File: config.mk
export PLATFORM = sky130hd
export DESIGN_NAME = nibble_tx
export DESIGN_NICKNAME = d
export VERILOG_FILES = /design/src/rtl/nibble_tx_pkg.sv /design/src/rtl/nibble_tx_fifo.sv /design/src/rtl/nibble_tx.sv
export SDC_FILE = /design/constraint.sdc
export NUM_CORES = 1
export LEC_CHECK = 0
export CAP_MARGIN = 30
export CORE_UTILIZATION = 40
export CTS_CLUSTER_DIAMETER = 80
export DETAILED_ROUTE_END_ITERATION = 8
export PLACE_DENSITY = 0.59
export SLEW_MARGIN = 0
export SYNTH_ARGS = -nofsm -noshare
export SYNTH_HDL_FRONTEND = slang
export SYNTH_SLANG_ARGS = --single-unit
File: constraint.sdc
create_clock -name ck -period 3.25 [get_ports ck]
set_input_delay 0.325 -clock ck [delete_from_list [all_inputs] [get_ports ck]]
set_output_delay 0.325 -clock ck [all_outputs]
set_load 0.02 [all_outputs]
File: src/rtl/nibble_tx_pkg.sv
`default_nettype none
// +----------------------------------------------------------------------+
// | testpackage : shared constants and state encoding for nibble_tx      |
// | Revision    : 1.0                                                    |
// +----------------------------------------------------------------------+
package testpackage;

   localparam logic [3:0] ELG = 4'd9;

   typedef enum logic [1:0] {
      IDLE  = 2'd0,
      START = 2'd1,
      DATA  = 2'd2,
      STOP  = 2'd3
   } tx_state_t;

endpackage
`default_nettype wire

File: src/rtl/nibble_tx_fifo.sv
`default_nettype none
// +----------------------------------------------------------------------+
// | nibble_fifo : power-of-two FIFO with occupancy count, full/empty     |
// | Revision    : 1.0                                                    |
// +----------------------------------------------------------------------+
module nibble_fifo #(
   parameter int WIDTH = 4,
   parameter int DEPTH = 4
) (
   input  logic                     ck,
   input  logic                     arst_n,
   input  logic                     push,
   input  logic [WIDTH-1:0]         wrData,
   input  logic                     pop,
   output logic [WIDTH-1:0]         rdData,
   output logic [$clog2(DEPTH):0]   count,
   output logic                     full,
   output logic                     empty
);

   localparam int c_ptrW = $clog2(DEPTH);

   logic [WIDTH-1:0]  r_mem [DEPTH];
   logic [c_ptrW-1:0] r_wrPtr;
   logic [c_ptrW-1:0] r_rdPtr;
   logic [c_ptrW:0]   r_count;
   logic              w_doPush;
   logic              w_doPop;

   assign full     = (r_count == (c_ptrW + 1)'(DEPTH));
   assign empty    = (r_count == '0);
   // A full FIFO refuses the push even when a pop frees a slot this cycle
   assign w_doPush = push && !full;
   assign w_doPop  = pop && !empty;

   always_ff @(posedge ck or negedge arst_n) begin
      if (!arst_n) begin
         r_wrPtr <= '0;
         r_rdPtr <= '0;
         r_count <= '0;
      end else begin
         if (w_doPush) r_wrPtr <= r_wrPtr + 1'b1;
         if (w_doPop)  r_rdPtr <= r_rdPtr + 1'b1;
         case ({w_doPush, w_doPop})
            2'b10:   r_count <= r_count + 1'b1;
            2'b01:   r_count <= r_count - 1'b1;
            default: r_count <= r_count;
         endcase
      end
   end

   always_ff @(posedge ck) begin
      if (w_doPush) r_mem[r_wrPtr] <= wrData;
   end

   assign rdData = r_mem[r_rdPtr];
   assign count  = r_count;

endmodule
`default_nettype wire

File: src/rtl/nibble_tx.sv
`default_nettype none
// +----------------------------------------------------------------------+
// | nibble_tx : FIFO-buffered serial framer (start, data LSB first, stop)|
// | Revision  : 1.0                                                      |
// +----------------------------------------------------------------------+
module nibble_tx
   import testpackage::*;
#(
   parameter int WIDTH        = 4,
   parameter int DEPTH        = 4,
   parameter int CLKS_PER_BIT = 2,
   parameter int STOP_BITS    = 1
) (
   input  logic                   ck,
   input  logic                   arst_n,
   input  logic                   in_valid,
   input  logic [WIDTH-1:0]       in_data,
   output logic                   in_ready,
   output logic                   tx_sd,
   output logic                   tx_busy,
   output logic [WIDTH-1:0]       last_val,
   output logic [$clog2(DEPTH):0] fifo_cnt
);

   localparam int c_cntW = (CLKS_PER_BIT > 1) ? $clog2(CLKS_PER_BIT) : 1;
   localparam int c_idxW = $clog2(WIDTH + STOP_BITS);

   tx_state_t          r_state;
   logic [c_cntW-1:0]  r_bitCnt;
   logic [c_idxW-1:0]  r_bitIdx;
   logic [WIDTH-1:0]   r_shift;
   logic               r_txSd;
   logic               r_txBusy;
   logic [WIDTH-1:0]   r_lastVal;

   tx_state_t          w_nextState;
   logic [c_cntW-1:0]  w_nextBitCnt;
   logic [c_idxW-1:0]  w_nextBitIdx;
   logic [WIDTH-1:0]   w_nextShift;
   logic               w_nextTxSd;
   logic               w_pop;
   logic               w_bitDone;
   logic [WIDTH-1:0]   w_head;
   logic               w_full;
   logic               w_empty;

   nibble_fifo #(
      .WIDTH (WIDTH),
      .DEPTH (DEPTH)
   ) u_fifo (
      .ck     (ck),
      .arst_n (arst_n),
      .push   (in_valid),
      .wrData (in_data),
      .pop    (w_pop),
      .rdData (w_head),
      .count  (fifo_cnt),
      .full   (w_full),
      .empty  (w_empty)
   );

   assign w_bitDone = (r_bitCnt == c_cntW'(CLKS_PER_BIT - 1));

   always_comb begin
      w_nextState  = r_state;
      w_nextBitCnt = r_bitCnt;
      w_nextBitIdx = r_bitIdx;
      w_nextShift  = r_shift;
      w_pop        = 1'b0;
      case (r_state)
         IDLE: begin
            if (!w_empty) begin
               w_pop        = 1'b1;
               w_nextShift  = w_head;
               w_nextBitCnt = '0;
               w_nextState  = START;
            end
         end
         START: begin
            if (w_bitDone) begin
               w_nextBitCnt = '0;
               w_nextBitIdx = '0;
               w_nextState  = DATA;
            end else begin
               w_nextBitCnt = r_bitCnt + 1'b1;
            end
         end
         DATA: begin
            if (w_bitDone) begin
               w_nextBitCnt = '0;
               if (r_bitIdx == c_idxW'(WIDTH - 1)) begin
                  w_nextBitIdx = '0;
                  w_nextState  = STOP;
               end else begin
                  w_nextBitIdx = r_bitIdx + 1'b1;
                  w_nextShift  = r_shift >> 1;
               end
            end else begin
               w_nextBitCnt = r_bitCnt + 1'b1;
            end
         end
         STOP: begin
            if (w_bitDone) begin
               w_nextBitCnt = '0;
               if (r_bitIdx == c_idxW'(STOP_BITS - 1)) begin
                  w_nextBitIdx = '0;
                  // Chain straight into the next frame when data is waiting
                  if (!w_empty) begin
                     w_pop       = 1'b1;
                     w_nextShift = w_head;
                     w_nextState = START;
                  end else begin
                     w_nextState = IDLE;
                  end
               end else begin
                  w_nextBitIdx = r_bitIdx + 1'b1;
               end
            end else begin
               w_nextBitCnt = r_bitCnt + 1'b1;
            end
         end
         default: w_nextState = IDLE;
      endcase

      case (w_nextState)
         START:   w_nextTxSd = 1'b0;
         DATA:    w_nextTxSd = w_nextShift[0];
         default: w_nextTxSd = 1'b1;
      endcase
   end

   always_ff @(posedge ck or negedge arst_n) begin
      if (!arst_n) begin
         r_state   <= IDLE;
         r_bitCnt  <= '0;
         r_bitIdx  <= '0;
         r_shift   <= '0;
         r_txSd    <= 1'b1;
         r_txBusy  <= 1'b0;
         r_lastVal <= WIDTH'(ELG);
      end else begin
         r_state  <= w_nextState;
         r_bitCnt <= w_nextBitCnt;
         r_bitIdx <= w_nextBitIdx;
         r_shift  <= w_nextShift;
         r_txSd   <= w_nextTxSd;
         r_txBusy <= (w_nextState != IDLE);
         if (w_pop) r_lastVal <= w_head;
      end
   end

   assign in_ready = !w_full;
   assign tx_sd    = r_txSd;
   assign tx_busy  = r_txBusy;
   assign last_val = r_lastVal;

endmodule
`default_nettype wire

==> results.yml <==
drt:
  via_per_inst: 5.11
  firstDrtPassIters: 4
  drt-total-wl_um: 3560
  wl_per_cell_um: 14.0
  drt-initial-drc-count: 82
  vias: 1299
  antenna_left: 0
  drc: 0
die:
  start_util_pct: 42.1
  coreArea_sq_um: 4750
  dieArea_sq_um: 5290
  io_pins: 17
  rows: 25
  die_w_um: 72.7
  die_h_um: 72.7
synth:
  synth_nets: 189
  netlist_area_sq_um: 2000
  synthCells: 166
  ys_async_sr_fraction_pct: 59.0
  synth_cell_types: 41
  synth_edf_count: 16
  ys.flop_type: "dfrtp_1"
  yosys_warnings: 0
  seq_area_frac_synth_pct: 53.0
  synth_seq_cells: 39
  synth_area_per_cell_sq_um: 12.0
  synth_top_area_cell: "dfrtp_1"
  yosysTopAreaCellShare_pct: 25.0
  yosys-top-cells-area: "dfrtp_1, edfxtp_1, ha_1"
placed_design:
  port_buffers: 16
  place_inst: 246
  dp_slack_ps: 646
  gp_congestion: 0.782
  hpwlAfterDp_um: 2720
finish:
  diodes: 0
  final_common_cell: "dfrtp_1"
  layout_common_cells: "dfrtp_1, inv_1, clkdlybuf4s50_1, edfxtp_1, ha_1"
  final-instance-count-excl-fill: 254
  drive_gt1_share_pct: 13.4
  area_delta_synth_final_pct: 16.3
  layout.nets: 209
min_path:
  hp-class: "primary input to async pin"
power_and_ir_drop:
  p_per_area_nw_per_um2: 976
  power.switching_w: 0.000913
  power_frac_clock_pct: 14.8
  leakage_nw: 0.971
  peakVddDrop_uv: 540
  pwr-share-comb_pct: 47.6
  power_frac_seq_pct: 37.6
  switching_share_pct: 40.3
  internal_power_w: 0.00136
sta:
  hold_slack_ps: 399
  layout_setup_ws_ps: 657
  maxSlewViolCount: 0
  worstMarginPinSlew_ps: 687
  fin_skew_ps: 5.47
  setup_viol: 0
  fmax_mhz: 386
  rsz0062_at_grt: "false"
  hold_violations: 0
  tns_ps: 0
  max_slew_margin_pct: 53.9
  finalCritPeriodShare_pct: 79.8
  min_period_ps: 2590
worst_setup_path:
  critical_path_required_ps: 3470
  worst-path-max-fanout: 7
  crit_arrival_ps: 2810
  critPathKind: "register to register"
  end_kind: "register"
  crit_slowest_cell: "dfrtp_1"
  cp_cell_sequence: "ha_1, and4b_4, nor2_2, nor3_4, ha_1, inv_1, fa_1, xor2_1, nor2_1, xor2_1"
  crit_path_start_kind: "register"
  cp_slowest_stage_delay_ps: 420
grt:
  grt_pass1_wl_um: 6100
  grt_max_degree: 15
  grtUsageTotal_pct: 15.5
  grt_overflow: 0
  first_global_vias: 1285
  antenna_found_initial: 0
clocking:
  cts_max_level: 2
  clock-sinks: 39
  clk_latency_ps: 290
  cts_hold_buffers: 0
  cts_tree: "built"
  root_buffer: "clkbuf_8"
  ctsResizeCount: 0
  clk_pin_slew_worst_paths_ps: 80
  ctsLongestPathBuffers: 2
  cts-buffers-inserted: 5
  post-cts-setup-buffers: 0
job:
  cap_violations: 0
outcome:
  run_status: "complete, no violations"
## cell type report
| class | instances | area, sq um |
|---|---|---|
| clock buffer | 5 | 68.8 |
| fill | 431 | 2430 |
| multi-input combinational | 105 | 846 |
| clock inverter | 3 | 23.8 |
| timing repair buffer | 17 | 175 |
| sequential | 39 | 1060 |
| tap | 67 | 83.8 |
| inverter | 18 | 67.6 |
## logic make-up after synthesis
| kind of cell | count (synthesis) | share of synthesized area (%) |
|---|---|---|
| AND/OR/NAND/NOR | 42 | 11.5 |
| buffers and inverters | 22 | 4.69 |
| flip-flops | 39 | 53.0 |
| AO/OA/AOI/OAI | 31 | 10.1 |
| adder cells (fa/ha/maj) | 16 | 10.4 |
| XOR/XNOR | 6 | 2.63 |
| multiplexers | 10 | 7.76 |
## path summary, 6_finish.rpt
check	startpoint	end	slack, ps	cells after the start
worst max register to register	r_state[1]$_DFF_PN0_	u_fifo.count[2]$_DFFE_PN0P_	660	10
max in group asynchronous	arst_n	last_val[0]$_DFFE_PN1N_	2280	2
worst min-delay path	arst_n	r_bitIdx[2]$_DFFE_PN0P_	400	1
worst min register to register	last_val[2]$_DFFE_PN0N_	last_val[2]$_DFFE_PN0N_	520	1
min in group ck	last_val[2]$_DFFE_PN0N_	last_val[2]$_DFFE_PN0N_	520	1
worst max-delay path	r_state[1]$_DFF_PN0_	u_fifo.count[2]$_DFFE_PN0P_	660	10
## metrics by stage
stage / instance area [sq um] / power (W) / utilization, %
after floorplan: 2000 / 0.00163 / -
after global placement: 2220 / 0.00192 / 46.6
after detailed placement: 2230 / 0.00195 / 46.9
after CTS: 2320 / 0.00230 / 48.9
after global routing: 2320 / 0.00244 / 48.9
final: 2320 / 0.00227 / 48.9
## sequential cells by signal (all words and copies together) (netlist names)
signal and count:
last_val 4, r_bitCnt 1, r_bitIdx 3, r_shift 4, r_state 2, tx_busy 1, tx_sd 1, u_fifo.count 3
u_fifo.r_mem 16, u_fifo.r_rdPtr 2, u_fifo.r_wrPtr 2
## metal layers
layer	vias up	wire length [um]	part of all wire (%)	track usage [%]
met5	-	0	0	0
met4	0	66	1.9	6.75
met3	8	122	3.4	4.42
met2	26	1780	50	26.1
met1	644	1590	45	18.4
li1	621	-	-	-
## worst max-delay path, delay by kind of cell (launching register included)
kind | cells | cell delay [ps]
adder cells (fa/ha/maj) | 3 | 910
AND/OR/NAND/NOR | 4 | 830
flip-flops | 1 | 420
XOR/XNOR | 2 | 290
buffers and inverters | 1 | 60
## power groups by stage
| stage | clock network [W] | logic, W | registers (W) |
|---|---|---|---|
| floorplan | 0 | 0.000757 | 0.000875 |
| global placement | 0 | 0.00106 | 0.000853 |
| detailed placement | 0 | 0.00108 | 0.000868 |
| CTS | 0.000344 | 0.00109 | 0.000859 |
| global route | 0.000366 | 0.00120 | 0.000879 |
| finish | 0.000336 | 0.00108 | 0.000853 |
## synth_stat cells (all sizes together), types with 3 or more instances
master   n
xnor2    3
xor2     3
ha      15
nor3     5
and3     4
mux4     4
nor2     9
dfstp    3
buf      4
edfxtp  16
inv     18
a21oi    4
a22o     3
a211oi   3
nand2   13
o21ai   12
dfrtp   20
mux2     4
and2     3
Note: power is estimated with default switching activity, not from simulation.
